`src/rtl/pipe_ctrl_if.sv`:
```
// ---------------------------------------------------------------------------
// pipe_ctrl_if
// Bundle of the signals exchanged between the pipeline sequencing controller
// and the IF/ID/EX datapath. Signal suffixes are written from the
// controller's point of view (_i = into the controller, _o = out of it).
//
//   master : the controller (pipe_ctrl). Takes decode/EX/bus status and
//            drives the hold, flush, redirect, error and stall-count outputs.
//   slave  : the datapath side. Drives the status, consumes the controls.
//
// Status from decode : id_reg{1,2}_raddr_i, id_reg{1,2}_re_i
// Status from EX     : ex_reg_waddr_i, ex_reg_we_i, ex_is_load_i,
//                      ex_jump_flag_i, ex_jump_addr_i
// Status from bus    : bus_hold_i, muldiv_busy_i
// Controls           : hold_pc_o, hold_if_id_o, hold_id_ex_o,
//                      flush_if_id_o, flush_id_ex_o,
//                      jump_flag_o, jump_addr_o, bus_err_o
// Statistics         : stall_cnt_o
//
// There is no valid/ready handshake here. Every control is a level that is
// valid for the current cycle only and is acted on at the next rising clock
// edge; the datapath must not register or stretch it.
// ---------------------------------------------------------------------------
interface pipe_ctrl_if;
   logic [4:0]  id_reg1_raddr_i;
   logic [4:0]  id_reg2_raddr_i;
   logic        id_reg1_re_i;
   logic        id_reg2_re_i;
   logic [4:0]  ex_reg_waddr_i;
   logic        ex_reg_we_i;
   logic        ex_is_load_i;
   logic        ex_jump_flag_i;
   logic [31:0] ex_jump_addr_i;
   logic        bus_hold_i;
   logic        muldiv_busy_i;

   logic        hold_pc_o;
   logic        hold_if_id_o;
   logic        hold_id_ex_o;
   logic        flush_if_id_o;
   logic        flush_id_ex_o;
   logic        jump_flag_o;
   logic [31:0] jump_addr_o;
   logic        bus_err_o;
   logic [31:0] stall_cnt_o;

   modport master (
      input  id_reg1_raddr_i, id_reg2_raddr_i, id_reg1_re_i, id_reg2_re_i,
      input  ex_reg_waddr_i, ex_reg_we_i, ex_is_load_i,
      input  ex_jump_flag_i, ex_jump_addr_i, bus_hold_i, muldiv_busy_i,
      output hold_pc_o, hold_if_id_o, hold_id_ex_o,
      output flush_if_id_o, flush_id_ex_o,
      output jump_flag_o, jump_addr_o, bus_err_o, stall_cnt_o
   );

   modport slave (
      output id_reg1_raddr_i, id_reg2_raddr_i, id_reg1_re_i, id_reg2_re_i,
      output ex_reg_waddr_i, ex_reg_we_i, ex_is_load_i,
      output ex_jump_flag_i, ex_jump_addr_i, bus_hold_i, muldiv_busy_i,
      input  hold_pc_o, hold_if_id_o, hold_id_ex_o,
      input  flush_if_id_o, flush_id_ex_o,
      input  jump_flag_o, jump_addr_o, bus_err_o, stall_cnt_o
   );
endinterface

```
`src/rtl/pipe_ctrl.sv`:
```
// ---------------------------------------------------------------------------
// pipe_ctrl
// Pipeline sequencing controller for the IF/ID/EX core. It does four things:
//   - redirects the PC on a taken jump and flushes IF/ID and ID/EX,
//   - freezes the pipe while the bus or the mul/div unit is busy, and traps
//     to TRAP_ADDR if that wait goes on longer than HOLD_TIMEOUT cycles,
//   - inserts a single bubble on a load-use hazard,
//   - counts the cycles in which the PC is frozen (saturating).
//
// Ports
//   clk          : system clock, rising edge
//   rst          : asynchronous reset, active low
//   pif          : pipe_ctrl_if.master (status in, controls out)
//   dbg_state_o  : current FSM state (0 RUN, 1 BUBBLE, 2 HOLD, 3 ERR)
//
// Parameters
//   HOLD_TIMEOUT : consecutive hold cycles before the wait is aborted (>=2)
//   TRAP_ADDR    : PC target issued on a hold timeout
// ---------------------------------------------------------------------------
module pipe_ctrl #(
   parameter int unsigned HOLD_TIMEOUT = 16,
   parameter logic [31:0] TRAP_ADDR    = 32'h0000_0004
) (
   input  logic               clk,
   input  logic               rst,
   pipe_ctrl_if.master        pif,
   output logic [1:0]         dbg_state_o
);

   localparam int unsigned       CNT_W     = $clog2(HOLD_TIMEOUT + 1);
   localparam logic [CNT_W-1:0]  TIMEOUT_C = CNT_W'(HOLD_TIMEOUT);
   localparam logic [CNT_W-1:0]  CNT_ONE   = CNT_W'(1);

   typedef enum logic [1:0] {
      ST_RUN    = 2'd0,
      ST_BUBBLE = 2'd1,
      ST_HOLD   = 2'd2,
      ST_ERR    = 2'd3
   } state_t;

   state_t           state_q, state_d;
   logic [CNT_W-1:0] hold_cnt_q, hold_cnt_d;
   logic [31:0]      stall_cnt_q;

   logic        hold_req;
   logic        load_use;
   logic        rs1_hit;
   logic        rs2_hit;

   // Ungated controls; they are forced to zero below while reset is low.
   logic        hold_pc;
   logic        hold_if_id;
   logic        hold_id_ex;
   logic        flush_if_id;
   logic        flush_id_ex;
   logic        jump_flag;
   logic [31:0] jump_addr;
   logic        bus_err;

   assign hold_req = pif.bus_hold_i | pif.muldiv_busy_i;

   assign rs1_hit  = pif.id_reg1_re_i && (pif.id_reg1_raddr_i == pif.ex_reg_waddr_i);
   assign rs2_hit  = pif.id_reg2_re_i && (pif.id_reg2_raddr_i == pif.ex_reg_waddr_i);
   // x0 is hardwired to zero, so a load targeting it never creates a hazard.
   assign load_use = pif.ex_is_load_i && pif.ex_reg_we_i &&
                     (pif.ex_reg_waddr_i != 5'd0) && (rs1_hit || rs2_hit);

   // ---------------- state register ----------------
   always_ff @(posedge clk or negedge rst) begin
      if (!rst) begin
         state_q     <= ST_RUN;
         hold_cnt_q  <= '0;
         stall_cnt_q <= '0;
      end else begin
         state_q    <= state_d;
         hold_cnt_q <= hold_cnt_d;
         if (hold_pc && (stall_cnt_q != 32'hFFFF_FFFF)) begin
            stall_cnt_q <= stall_cnt_q + 32'd1;
         end
      end
   end

   // ---------------- next-state logic ----------------
   always_comb begin
      state_d    = state_q;
      hold_cnt_d = hold_cnt_q;
      case (state_q)
         ST_RUN, ST_BUBBLE: begin
            if (pif.ex_jump_flag_i) begin
               state_d = ST_RUN;
            end else if (hold_req) begin
               // The entry cycle already holds, so it counts as hold cycle 1.
               state_d    = ST_HOLD;
               hold_cnt_d = CNT_ONE;
            end else if (load_use && (state_q == ST_RUN)) begin
               // The instruction behind the load is still the same one in
               // BUBBLE, so the hazard is ignored there: one bubble only.
               state_d = ST_BUBBLE;
            end else begin
               state_d = ST_RUN;
            end
         end
         ST_HOLD: begin
            if (!hold_req) begin
               state_d    = ST_RUN;
               hold_cnt_d = '0;
            end else if (hold_cnt_q < TIMEOUT_C) begin
               hold_cnt_d = hold_cnt_q + CNT_ONE;
            end else begin
               state_d = ST_ERR;
            end
         end
         ST_ERR: begin
            state_d    = ST_RUN;
            hold_cnt_d = '0;
         end
         default: begin
            state_d    = ST_RUN;
            hold_cnt_d = '0;
         end
      endcase
   end

   // ---------------- output logic ----------------
   always_comb begin
      hold_pc     = 1'b0;
      hold_if_id  = 1'b0;
      hold_id_ex  = 1'b0;
      flush_if_id = 1'b0;
      flush_id_ex = 1'b0;
      jump_flag   = 1'b0;
      jump_addr   = 32'd0;
      bus_err     = 1'b0;
      if (rst) begin
         case (state_q)
            ST_RUN, ST_BUBBLE: begin
               if (pif.ex_jump_flag_i) begin
                  jump_flag   = 1'b1;
                  jump_addr   = pif.ex_jump_addr_i;
                  flush_if_id = 1'b1;
                  flush_id_ex = 1'b1;
               end else if (hold_req) begin
                  hold_pc    = 1'b1;
                  hold_if_id = 1'b1;
                  hold_id_ex = 1'b1;
               end else if (load_use && (state_q == ST_RUN)) begin
                  // Freeze the front end and push a NOP into EX.
                  hold_pc     = 1'b1;
                  hold_if_id  = 1'b1;
                  flush_id_ex = 1'b1;
               end
            end
            ST_HOLD: begin
               // EX is frozen here, so a jump flag cannot be new and is
               // left for RUN to act on after release.
               if (hold_req && (hold_cnt_q < TIMEOUT_C)) begin
                  hold_pc    = 1'b1;
                  hold_if_id = 1'b1;
                  hold_id_ex = 1'b1;
               end
            end
            ST_ERR: begin
               bus_err     = 1'b1;
               jump_flag   = 1'b1;
               jump_addr   = TRAP_ADDR;
               flush_if_id = 1'b1;
               flush_id_ex = 1'b1;
            end
            default: begin
               hold_pc = 1'b0;
            end
         endcase
      end
   end

   assign pif.hold_pc_o     = hold_pc;
   assign pif.hold_if_id_o  = hold_if_id;
   assign pif.hold_id_ex_o  = hold_id_ex;
   assign pif.flush_if_id_o = flush_if_id;
   assign pif.flush_id_ex_o = flush_id_ex;
   assign pif.jump_flag_o   = jump_flag;
   assign pif.jump_addr_o   = jump_addr;
   assign pif.bus_err_o     = bus_err;
   assign pif.stall_cnt_o   = stall_cnt_q;
   assign dbg_state_o       = state_q;

endmodule

```
`src/flat_wrapper.sv`:
```
// flat-port wrapper written by rule: the top's interface ports become plain ports
module pipe_ctrl_flat 
#(
   parameter int unsigned HOLD_TIMEOUT = 16,
   parameter logic [31:0] TRAP_ADDR    = 32'h0000_0004
)
  (clk, rst, dbg_state_o, pif_id_reg1_raddr_i, pif_id_reg2_raddr_i, pif_id_reg1_re_i, pif_id_reg2_re_i, pif_ex_reg_waddr_i, pif_ex_reg_we_i, pif_ex_is_load_i, pif_ex_jump_flag_i, pif_ex_jump_addr_i, pif_bus_hold_i, pif_muldiv_busy_i, pif_hold_pc_o, pif_hold_if_id_o, pif_hold_id_ex_o, pif_flush_if_id_o, pif_flush_id_ex_o, pif_jump_flag_o, pif_jump_addr_o, pif_bus_err_o, pif_stall_cnt_o);
  pipe_ctrl_if pif_i ();
  input  logic clk;
  input  logic rst;
  output logic [1:0] dbg_state_o;
  input wire logic [$bits(pif_i.id_reg1_raddr_i)-1:0] pif_id_reg1_raddr_i;
  input wire logic [$bits(pif_i.id_reg2_raddr_i)-1:0] pif_id_reg2_raddr_i;
  input wire logic [$bits(pif_i.id_reg1_re_i)-1:0] pif_id_reg1_re_i;
  input wire logic [$bits(pif_i.id_reg2_re_i)-1:0] pif_id_reg2_re_i;
  input wire logic [$bits(pif_i.ex_reg_waddr_i)-1:0] pif_ex_reg_waddr_i;
  input wire logic [$bits(pif_i.ex_reg_we_i)-1:0] pif_ex_reg_we_i;
  input wire logic [$bits(pif_i.ex_is_load_i)-1:0] pif_ex_is_load_i;
  input wire logic [$bits(pif_i.ex_jump_flag_i)-1:0] pif_ex_jump_flag_i;
  input wire logic [$bits(pif_i.ex_jump_addr_i)-1:0] pif_ex_jump_addr_i;
  input wire logic [$bits(pif_i.bus_hold_i)-1:0] pif_bus_hold_i;
  input wire logic [$bits(pif_i.muldiv_busy_i)-1:0] pif_muldiv_busy_i;
  output wire logic [$bits(pif_i.hold_pc_o)-1:0] pif_hold_pc_o;
  output wire logic [$bits(pif_i.hold_if_id_o)-1:0] pif_hold_if_id_o;
  output wire logic [$bits(pif_i.hold_id_ex_o)-1:0] pif_hold_id_ex_o;
  output wire logic [$bits(pif_i.flush_if_id_o)-1:0] pif_flush_if_id_o;
  output wire logic [$bits(pif_i.flush_id_ex_o)-1:0] pif_flush_id_ex_o;
  output wire logic [$bits(pif_i.jump_flag_o)-1:0] pif_jump_flag_o;
  output wire logic [$bits(pif_i.jump_addr_o)-1:0] pif_jump_addr_o;
  output wire logic [$bits(pif_i.bus_err_o)-1:0] pif_bus_err_o;
  output wire logic [$bits(pif_i.stall_cnt_o)-1:0] pif_stall_cnt_o;
  assign pif_i.id_reg1_raddr_i = pif_id_reg1_raddr_i;
  assign pif_i.id_reg2_raddr_i = pif_id_reg2_raddr_i;
  assign pif_i.id_reg1_re_i = pif_id_reg1_re_i;
  assign pif_i.id_reg2_re_i = pif_id_reg2_re_i;
  assign pif_i.ex_reg_waddr_i = pif_ex_reg_waddr_i;
  assign pif_i.ex_reg_we_i = pif_ex_reg_we_i;
  assign pif_i.ex_is_load_i = pif_ex_is_load_i;
  assign pif_i.ex_jump_flag_i = pif_ex_jump_flag_i;
  assign pif_i.ex_jump_addr_i = pif_ex_jump_addr_i;
  assign pif_i.bus_hold_i = pif_bus_hold_i;
  assign pif_i.muldiv_busy_i = pif_muldiv_busy_i;
  assign pif_hold_pc_o = pif_i.hold_pc_o;
  assign pif_hold_if_id_o = pif_i.hold_if_id_o;
  assign pif_hold_id_ex_o = pif_i.hold_id_ex_o;
  assign pif_flush_if_id_o = pif_i.flush_if_id_o;
  assign pif_flush_id_ex_o = pif_i.flush_id_ex_o;
  assign pif_jump_flag_o = pif_i.jump_flag_o;
  assign pif_jump_addr_o = pif_i.jump_addr_o;
  assign pif_bus_err_o = pif_i.bus_err_o;
  assign pif_stall_cnt_o = pif_i.stall_cnt_o;
  pipe_ctrl #(.HOLD_TIMEOUT(HOLD_TIMEOUT), .TRAP_ADDR(TRAP_ADDR)) u_core (.clk(clk), .rst(rst), .pif(pif_i), .dbg_state_o(dbg_state_o));
endmodule
```
`config.mk`:
```
export PLATFORM = sky130hd
export DESIGN_NAME = pipe_ctrl_flat
export DESIGN_NICKNAME = d
export VERILOG_FILES = /design/src/rtl/pipe_ctrl_if.sv /design/src/rtl/pipe_ctrl.sv /design/src/flat_wrapper.sv
export SDC_FILE = /design/constraint.sdc
export NUM_CORES = 1
export LEC_CHECK = 0
export BUFFER_PORTS_ARGS = -buffer_cell sky130_fd_sc_hd__buf_2
export CAP_MARGIN = 40
export CORE_MARGIN = 3
export CORE_UTILIZATION = 49
export DETAILED_ROUTE_END_ITERATION = 10
export PLACE_DENSITY = 0.86
export SYNTH_ARGS = -nofsm -noshare
export SYNTH_HDL_FRONTEND = slang
export SYNTH_SLANG_ARGS = --single-unit
```
`constraint.sdc`:
```
create_clock -name clk -period 3.5 [get_ports clk]
set_clock_uncertainty 0.05 [all_clocks]
set_input_delay 0.175 -clock clk [delete_from_list [all_inputs] [get_ports clk]]
set_output_delay 0.175 -clock clk [all_outputs]
set_load 0.03 [all_outputs]
```
Word level (Yosys, flattened, before mapping)
Cells that the tools add are included.

Bits in registers: 39. Input port bits: 56. Output and inout port bits: 73. Word-level logic and storage cells: 63.

$add $sub $neg: 2. Order comparisons: 1. Eq/ne operators: 10. Multiplexer cells: 33. Bitwise operators: 1. Reduce and logical (&&, ||, !) cells: 13.

Operator list (number): $mux 32 (2); $pmux 32 s2 (1); $add 32x1->32 const B (1); $ne 32x32->1 const B (1); $mux 5 (4); $mux 1 (16); $pmux 5 s3 (1); $eq 5x5->1 (2); $logic_and 1x1->1 (8); $mux 2 (4); $pmux 1 s2 (4); $ne 3x3->1 const B (2); $pmux 2 s3 (1); $add 5x1->5 const B (1); $lt 5x5->1 const B (1); $reduce_bool 5->1 (1); $eq 2x2->1 const B (2); $reduce_and 3->1 (1); $eq 2x1->1 const B (1); $logic_not 2->1 (1); $ne 2x1->1 const B (1); $ne 2x2->1 const B (1); $reduce_or 2->1 (1); $logic_or 1x1->1 (1); $or 1x1->1 (1).

Longest topological paths before layout
Gate-level depths: netlist (run 1).

Word-level depth: 11. Depth in mapped cells: 8. Gate-level depth less buffers: 7.

Worst setup path before layout (run 1)
Ideal clock, no wire load.

Path kind: register to register. Start: register u_core.stall_cnt_q[20] (netlist: u_core.pif.stall_cnt_o[20]). End: register u_core.stall_cnt_q[1] (netlist: u_core.pif.stall_cnt_o[1]). Setup time: 125 ps. Data arrival time: 2119 ps. Required time: 3325 ps. Setup slack: 1206 ps. Cell stages (with the launch flop): 8. Path buffers: 1. Cells stage by stage: dfrtp_1 -> nand4_4 -> nor4_4 -> nand3_2 -> or3_1 -> buf_6 -> nand2_1 -> mux2_2.

Cells in the longest elaborated chain, start to end: 2.

RTL lines: start: declaration (line pipe_ctrl.sv:43) `logic [31:0] stall_cnt_q;`; start signal: assignment (line pipe_ctrl.sv:78) `stall_cnt_q <= stall_cnt_q + 32'd1;`; $ne 32x32->1 (line pipe_ctrl.sv:77) `if (hold_pc && (stall_cnt_q != 32'hFFFF_FFFF)) begin`; $logic_and 1x1->1 (line pipe_ctrl.sv:77).

No other way between the ends. A chain may end at the register's enable or synchronous reset.

Worst setup path after layout (run 1)
Start: input port rst. End: output port pif_jump_addr_o[1].

Cells in the longest elaborated chain, start to end: 1.

RTL lines: start: declaration (line flat_wrapper.sv:10) `input logic rst;`; $mux 32 (line pipe_ctrl.sv:134) `if (rst) begin`; end: declaration (line flat_wrapper.sv:29) `output wire logic [$bits(pif_i.jump_addr_o)-1:0] pif_jump_addr_o;`.

No other way between the ends.

==> results of run 1 <==
layer usage:
metal | share of wire | wire length (µm) | vias to the layer above
met5 | 0 | 0 | -
met4 | 0.014 | 92 | 0
met3 | 0.069 | 445 | 12
met2 | 0.51 | 3270 | 94
met1 | 0.41 | 2650 | 1098
li1 | - | - | 1131
cell families after synthesis:
group	Yosys count
and+or+nand+nor	137
xor gates and xnor gates	41
buffers and inverters	18
muxes	2
AOI/OAI and AO/OA	18
DFF	39
adders and majority gates	2
final cells by class:
cell class              count  share of cell area
inverters                   2             0.00235
well taps                  67              0.0263
multi-input cells         200               0.429
repair buffers            131               0.209
flip-flops and latches     39               0.306
clock buffers               5              0.0216
clock inverters             3             0.00628
metrics by stage:
| stage | instances | power (µW) |
|---|---|---|
| after floorplan | 257 | 768 |
| after global placement | 438 | 882 |
| after detailed placement | 438 | 897 |
| after CTS | 447 | 1200 |
| after global routing | 447 | 1270 |
| final | 447 | 1190 |
cells in the final DEF (no fill, tap or decap), types with 4 or more instances in the layout:
cell type  netlist  final
clkbuf_8         1      5
nor2_1          16     16
nand4_1         15     15
o21ai_0          5      5
dfrtp_1         39     39
and2_1          33     33
nand3_2          4      4
and3_2           5      5
nand2_1         12     12
xnor2_1         33     33
xor2_1           8      8
buf_2            2    128
a21oi_1          6      6
and3_1          14     14
nand3_1         16     16
flip-flops by register name, indices dropped and copies added (netlist names):
signal,count
u_core.hold_cnt_q,5
u_core.dbg_state_o,2
u_core.pif.stall_cnt_o,32
power groups by stage:
stage / Clock, µW / Sequential [µW] / Combinational (µW)
finish: 306 / 554 / 334
global route: 334 / 561 / 370
CTS: 309 / 553 / 340
detailed placement: 0 / 560 / 337
global placement: 0 / 554 / 327
floorplan: 0 / 608 / 160
worst max-delay path by stage:
stage	startpoint	end	slack (ps)	cells after the start
2_1_floorplan	u_core.pif.stall_cnt_o[20]	u_core.pif.stall_cnt_o[1]	1210	7
3_3_place_gp	u_core.pif.stall_cnt_o[26]	u_core.pif.stall_cnt_o[1]	1080	6
3_5_place_dp	u_core.pif.stall_cnt_o[26]	u_core.pif.stall_cnt_o[1]	1000	6
4_1_cts	rst	pif_jump_addr_o[29]	790	6
5_1_grt	rst	pif_jump_addr_o[5]	560	6
6_report	rst	pif_jump_addr_o[1]	820	6
==> out/summary.txt, run 1 <==
DRC errors left -> 0
Sequential Area -> 976 µm²
worst r2r dst -> u_core.pif.stall_cnt_o[1]
Leak Pwr -> 0.00169 µW
clk root buf -> clkbuf_8
row count -> 25
pre-CTS worst setup slack -> 1000 ps
area taken by multi-input logic gates -> 1370 µm²
switching part of the total power -> 0.362
deepest clock path buffer count -> 2
Warnings, synthesis -> 0
prevailing post-synth register cell -> dfrtp_1
syn_area_per_cell -> 9.54 µm²
Clock power frac -> 0.257
largest family of logic cells by synthesized area -> simple AND/OR/NAND/NOR gates
most numerous cell in the Yosys netlist -> dfrtp_1
met1 Track Usage GR -> 0.277
critical path launch point type -> input port
headroom to the max-slew limit -> 0.509
family with the most delay on the worst path -> buffers and inverters
post-synthesis adder-cell area fraction -> 0.0102
Seq/Total Area, Yosys -> 0.398
die footprint -> 5890 µm²
WL per Instance -> 14.4 µm
Setup TNS -> 0 ps
I/O Buffers -> 128
post-DR vias/cell -> 5.22
crit path cell chain -> dlygate4sd3_1 > buf_2 > buf_4 > and3b_1 > and2_1 > buf_2
outcome -> finished clean
Die Wd -> 76.7 µm
router iterations before antenna repair -> 4
layout cells sized above 1 -> 0.408
later-pin clock latency in the skew report -> 300 ps
area leader, netlist -> dfrtp_1
post-synthesis mux area share -> 0.00918
Layout Area Growth over Synthesis -> 30.1%
largest net degree at the start of global routing -> 45
antenna violations before repair -> 0
DRT iter0 DRCs -> 133
cell depth of the worst hold path -> 2
Tightest Hold Check Type -> input port to register
NetSw -> 433 µW
Compound-Gate Fraction of Synth Area -> 0.0500
Worst Path Max Fanout -> 44
MaxCap Viol Count -> 0
#FFs+latches synth -> 39
Worst-path clk slew -> 70 ps
syn nets -> 315
H-tree Lvls -> 2
area of the core -> 4790 µm²
Num CTS Buffers -> 5
Worst-Margin Slew -> 737 ps
Placed Area -> 3090 µm²
max incr delay on CP -> 720 ps
CTS tree -> done
HP Start -> pif_ex_jump_flag_i
Worst Path Arrival -> 2450 ps
CP Buf/Inv Count -> 4
Cell Area, Synth -> 2450 µm²
global-route wire length before repair -> 10.8 mm
Initial Util -> 0.512
maximum vdd ir drop -> 0.195 mV
simple-gate area share of the yosys netlist -> 0.342
part of the power in registers -> 0.464
PwrDens -> 375 nW/µm²
postcts setup bufs -> 0
die height -> 76.7 µm
grt total ovfl -> 0
Area contributors post-synth -> dfrtp_1 (40%), xnor2_1 (12%), and2_1 (8.4%), nand4_1 (3.8%), and3_1 (3.6%)
R2R setup slack -> 950 ps
Top cell by count, worst path -> buf_2
final core occ -> 0.666
Fill cells -> 389
Top Ports -> 129
Async SR Flop Fraction -> 1.00
setup ws final -> 820 ps
number of synthesized flops with an enable pin -> 0
CTS Hold Buffers Added -> 1
final hold viol count -> 0
Worst Hold Endpoint -> u_core.dbg_state_o[0]
vias in the first global route -> 2280
total routed wirelength -> 6.46 mm
fin. max-slew vios -> 0
share of the synthesized area in the top cell type -> 0.398
Final min period -> 2680 ps
met2 GRT Util -> 0.389
post-route ant nets -> 0
GP Congestion -> 0.825
Ant. Diodes -> 0
nets -> 437
slowest stage cell, crit path -> and3b_1
xor/xnor share of the synthesized area -> 0.146
number of gates resized after cts -> 0
worst r2r src -> u_core.pif.stall_cnt_o[26]
critical path type -> input port to primary output
final instance area -> 3190 µm²
period utilization -> 0.766
Yosys cell types -> 47
vias -> 2335
RSZ-0062 raised after global routing -> no
Post-synth top cells -> dfrtp_1 (39), and2_1 (33), xnor2_1 (33)
Comb pwr share -> 0.280
Hold WS -> 99.3 ps
post-DP HPWL -> 5.10 mm
gr busiest metal -> met2
clock sinks -> 39
Syn Inst Count -> 257
Setup crit end kind -> primary output
worst r2r path cells -> 6
setup violators final -> 0
total track usage -> 0.224
required time of the critical path -> 3270 ps
fmax -> 373 MHz
GRT met3 Usage -> 0.0587
internal power -> 762 µW
Note: power is estimated with default switching activity, not from simulation.
==> run 2, diff against run 1 <==
--- a/config.mk
+++ b/config.mk
@@ -5,12 +5,13 @@
 export SDC_FILE = /design/constraint.sdc
 export NUM_CORES = 1
 export LEC_CHECK = 0
+export ABC_AREA = 1
 export BUFFER_PORTS_ARGS = -buffer_cell sky130_fd_sc_hd__buf_2
 export CAP_MARGIN = 40
 export CORE_MARGIN = 3
 export CORE_UTILIZATION = 49
 export DETAILED_ROUTE_END_ITERATION = 10
-export PLACE_DENSITY = 0.86
+export PLACE_DENSITY = 0.81
 export SYNTH_ARGS = -nofsm -noshare
 export SYNTH_HDL_FRONTEND = slang
 export SYNTH_SLANG_ARGS = --single-unit
==> constraint.sdc (replaced) <==
create_clock -name clk -period 2.7 [get_ports clk]
set_clock_uncertainty 0.05 [all_clocks]
set_input_delay 0.135 -clock clk [delete_from_list [all_inputs] [get_ports clk]]
set_output_delay 0.135 -clock clk [all_outputs]
set_load 0.03 [all_outputs]
==> run 2 against run 1 <==
Net effect: flip-flop and latch count stayed put; design area rose by 23%; final cell count is 56% higher; synthesized area grew 30%; critical endpoint is now u_core.pif.stall_cnt_o[7]; highest routed layer unchanged; combinational power increased by 85%; count of clock-buffer cells in the layout up 2.
==> out/summary.txt, run 2 <==
die height -> 86.7 µm (was 76.7 µm)
Tightest Hold Check Type -> input port to register (unchanged)
area leader, netlist -> dfrtp_1 (unchanged)
max reg flops -> 32 (unchanged)
Fill cells -> 538 (was 389)
vias -> 3466 (was 2335)
Worst Setup SP -> u_core.pif.stall_cnt_o[0] (was rst)
post-synthesis mux area share -> 0 (was 0.00918)
Die Wd -> 86.7 µm (was 76.7 µm)
Num CTS Buffers -> 5 (unchanged)
outcome -> finished clean (unchanged)
Setup crit end kind -> register (was primary output)
xor/xnor share of the synthesized area -> 0.0549 (was 0.146)
setup violators final -> 0 (unchanged)
largest net degree at the start of global routing -> 33 (was 45)
clk root buf -> clkbuf_8 (unchanged)
simple-gate area share of the yosys netlist -> 0.476 (was 0.342)
total track usage -> 0.237 (was 0.224)
most numerous cell in the Yosys netlist -> nand2_1 (was dfrtp_1)
number of gates resized after cts -> 0 (unchanged)
MaxCap Viol Count -> 0 (unchanged)
Syn Inst Count -> 493 (was 257)
share of the synthesized area in the top cell type -> 0.306 (was 0.398)
Compound-Gate Fraction of Synth Area -> 0.0235 (was 0.0500)
most frequent cells in the layout -> nand2_1 (167), buf_2 (128), nor2_1 (82) (was buf_2 (128), dfrtp_1 (39), and2_1 (33), xnor2_1 (33))
post-route ant nets -> 0 (unchanged)
Worst-path clk slew -> 80 ps (was 70 ps)
final hold viol count -> 0 (unchanged)
layout cells sized above 1 -> 0.281 (was 0.408)
Worst-Margin Slew -> 495 ps (was 737 ps)
required time of the critical path -> 2840 ps (was 3270 ps)
row count -> 28 (was 25)
GP Congestion -> 0.932 (was 0.825)
maximum vdd ir drop -> 0.387 mV (was 0.195 mV)
Setup TNS -> 0 ps (unchanged)
Cell Area, Synth -> 3190 µm² (was 2450 µm²)
Initial Util -> 0.521 (was 0.512)
global-route wire length before repair -> 14.6 mm (was 10.8 mm)
critical path type -> register to register (was input port to primary output)
Warnings, synthesis -> 0 (unchanged)
Final min period -> 2200 ps
number of synthesized flops with an enable pin -> 0 (unchanged)
Top Ports -> 129 (unchanged)
Leak Pwr -> 0.00233 µW (was 0.00169 µW)
Yosys cell types -> 30 (was 47)
headroom to the max-slew limit -> 0.668 (was 0.509)
Finished Layout Cells -> 697 (was 447)
period utilization -> 0.815
I/O Buffers -> 128 (unchanged)
syn_area_per_cell -> 6.48 µm² (was 9.54 µm²)
DRT iter0 DRCs -> 170 (was 133)
critical path launch point type -> register (was input port)
post-DP HPWL -> 6.91 mm (was 5.10 mm)
antenna violations before repair -> 0 (unchanged)
grt total ovfl -> 0 (unchanged)
deepest clock path buffer count -> 2 (unchanged)
Worst Path Arrival -> 2340 ps (was 2450 ps)
DRC errors left -> 0 (unchanged)
area of the core -> 6130 µm² (was 4790 µm²)
total routed wirelength -> 8.56 mm (was 6.46 mm)
nets -> 679 (was 437)
PwrDens -> 439 nW/µm² (was 375 nW/µm²)
H-tree Lvls -> 2 (unchanged)
area taken by multi-input logic gates -> 1790 µm² (was 1370 µm²)
fmax -> 454 MHz
Area contributors post-synth -> dfrtp_1 (31%), nand2_1 (20%), nor2_1 (9.6%), inv_1 (8.9%), nand3_2 (7.8%) (was dfrtp_1 (40%), xnor2_1 (12%), and2_1 (8.4%), nand4_1 (3.8%), and3_1 (3.6%))
Async SR Flop Fraction -> 1.00 (unchanged)
die footprint -> 7520 µm² (was 5890 µm²)
syn nets -> 551 (was 315)
Ant. Diodes -> 0 (unchanged)
prevailing post-synth register cell -> dfrtp_1 (unchanged)
post-synthesis adder-cell area fraction -> 0.00784 (was 0.0102)
commonest non-fill, non-tap cell in the layout -> nand2_1 (was buf_2)
Seq/Total Area, Yosys -> 0.306 (was 0.398)
clock sinks -> 39 (unchanged)
RSZ-0062 raised after global routing -> no (unchanged)
#FFs+latches synth -> 39 (unchanged)
DP Cell Count -> 688 (was 438)
Worst Path Max Fanout -> 14 (was 44)
CTS tree -> done (unchanged)
largest family of logic cells by synthesized area -> simple AND/OR/NAND/NOR gates (unchanged)
HP Start -> pif_bus_hold_i (was pif_ex_jump_flag_i)
Layout Area Growth over Synthesis -> 23.1% (was 30.1%)
vias in the first global route -> 3439 (was 2280)
router iterations before antenna repair -> 4 (unchanged)
later-pin clock latency in the skew report -> 300 ps (about the same)
worst r2r src -> u_core.pif.stall_cnt_o[0] (was u_core.pif.stall_cnt_o[26])
Sequential Area -> 976 µm² (unchanged)
Post-synth top cells -> nand2_1 (167), nor2_1 (82), inv_1 (76) (was dfrtp_1 (39), and2_1 (33), xnor2_1 (33))
post-DR vias/cell -> 4.97 (was 5.22)
fin. max-slew vios -> 0 (unchanged)
WL per Instance -> 12.3 µm (was 14.4 µm)
-- run 2: logic make-up after synthesis --
| family | Yosys count |
|---|---|
| AO/OA/AOI/OAI | 13 |
| XOR/XNOR | 20 |
| flip-flops | 39 |
| AND/OR/NAND/NOR | 328 |
| buffers and inverters | 91 |
| adder cells (fa/ha/maj) | 2 |
-- run 2: worst max-delay path, stage by stage (launching register included) --
cell and delay [ps]:
dfrtp_1 440, ha_1 270, nand3_2 140, nor2_4 160, nand3_2 90, nor2_2 140, nand3_2 290, buf_4 340
nand3_2 90, nand2_1 70
-- run 2: final cells by class --
type | count | share of cell area
clock buffer | 7 | 0.0194
clock inverter | 1 | 0.00127
inverter | 77 | 0.0735
multi-input combinational | 363 | 0.457
sequential | 39 | 0.248
tap | 75 | 0.0239
timing repair buffer | 135 | 0.177
-- run 2: what timing repair did --
| action | CTS | global route |
|---|---|---|
| endpoints found under the hold margin | 7 | 0 |
| buffers inserted | 0 | 0 |
| hold buffers | 1 | 0 |
-- run 2: power breakdown --
group	total [µW]	switching [µW]	internal [µW]
clock network	389	207	181
registers	720	79.4	641
logic	618	418	199
-- run 2: per-stage QoR --
step                      hold slack [ps]  total power [µW]  utilization  setup WS (ps)  area [µm²]
after CTS                             103              1740        0.641            542        3930
final                                 111              1730        0.641            499        3930
after global routing                  118              1830        0.641            332        3930
after floorplan                      -211              1170            -            700        3190
after detailed placement            -35.4              1350        0.626            562        3840
after global placement              -40.0              1320        0.626            665        3840
-- run 2: path summary, 6_finish.rpt --
| path | to | slack [ps] | cells past startpoint |
|---|---|---|---|
| max | u_core.pif.stall_cnt_o[7] | 500 | 9 |
| min | u_core.dbg_state_o[1] | 110 | 3 |
| min in group asynchronous | u_core.hold_cnt_q[0] | 240 | 2 |
| max in group asynchronous | u_core.pif.stall_cnt_o[23] | 1670 | 3 |
| max reg2reg | u_core.pif.stall_cnt_o[7] | 500 | 9 |
| min reg2reg | u_core.hold_cnt_q[1] | 480 | 1 |
-- run 2: per-layer routing --
metal  share of wire  global-route usage  vias up
li1                -                   -     1758
met1            0.42               0.279     1569
met2            0.51               0.439      129
met3           0.063              0.0390       10
met4           0.016              0.0708        0
met5               0                   0        -
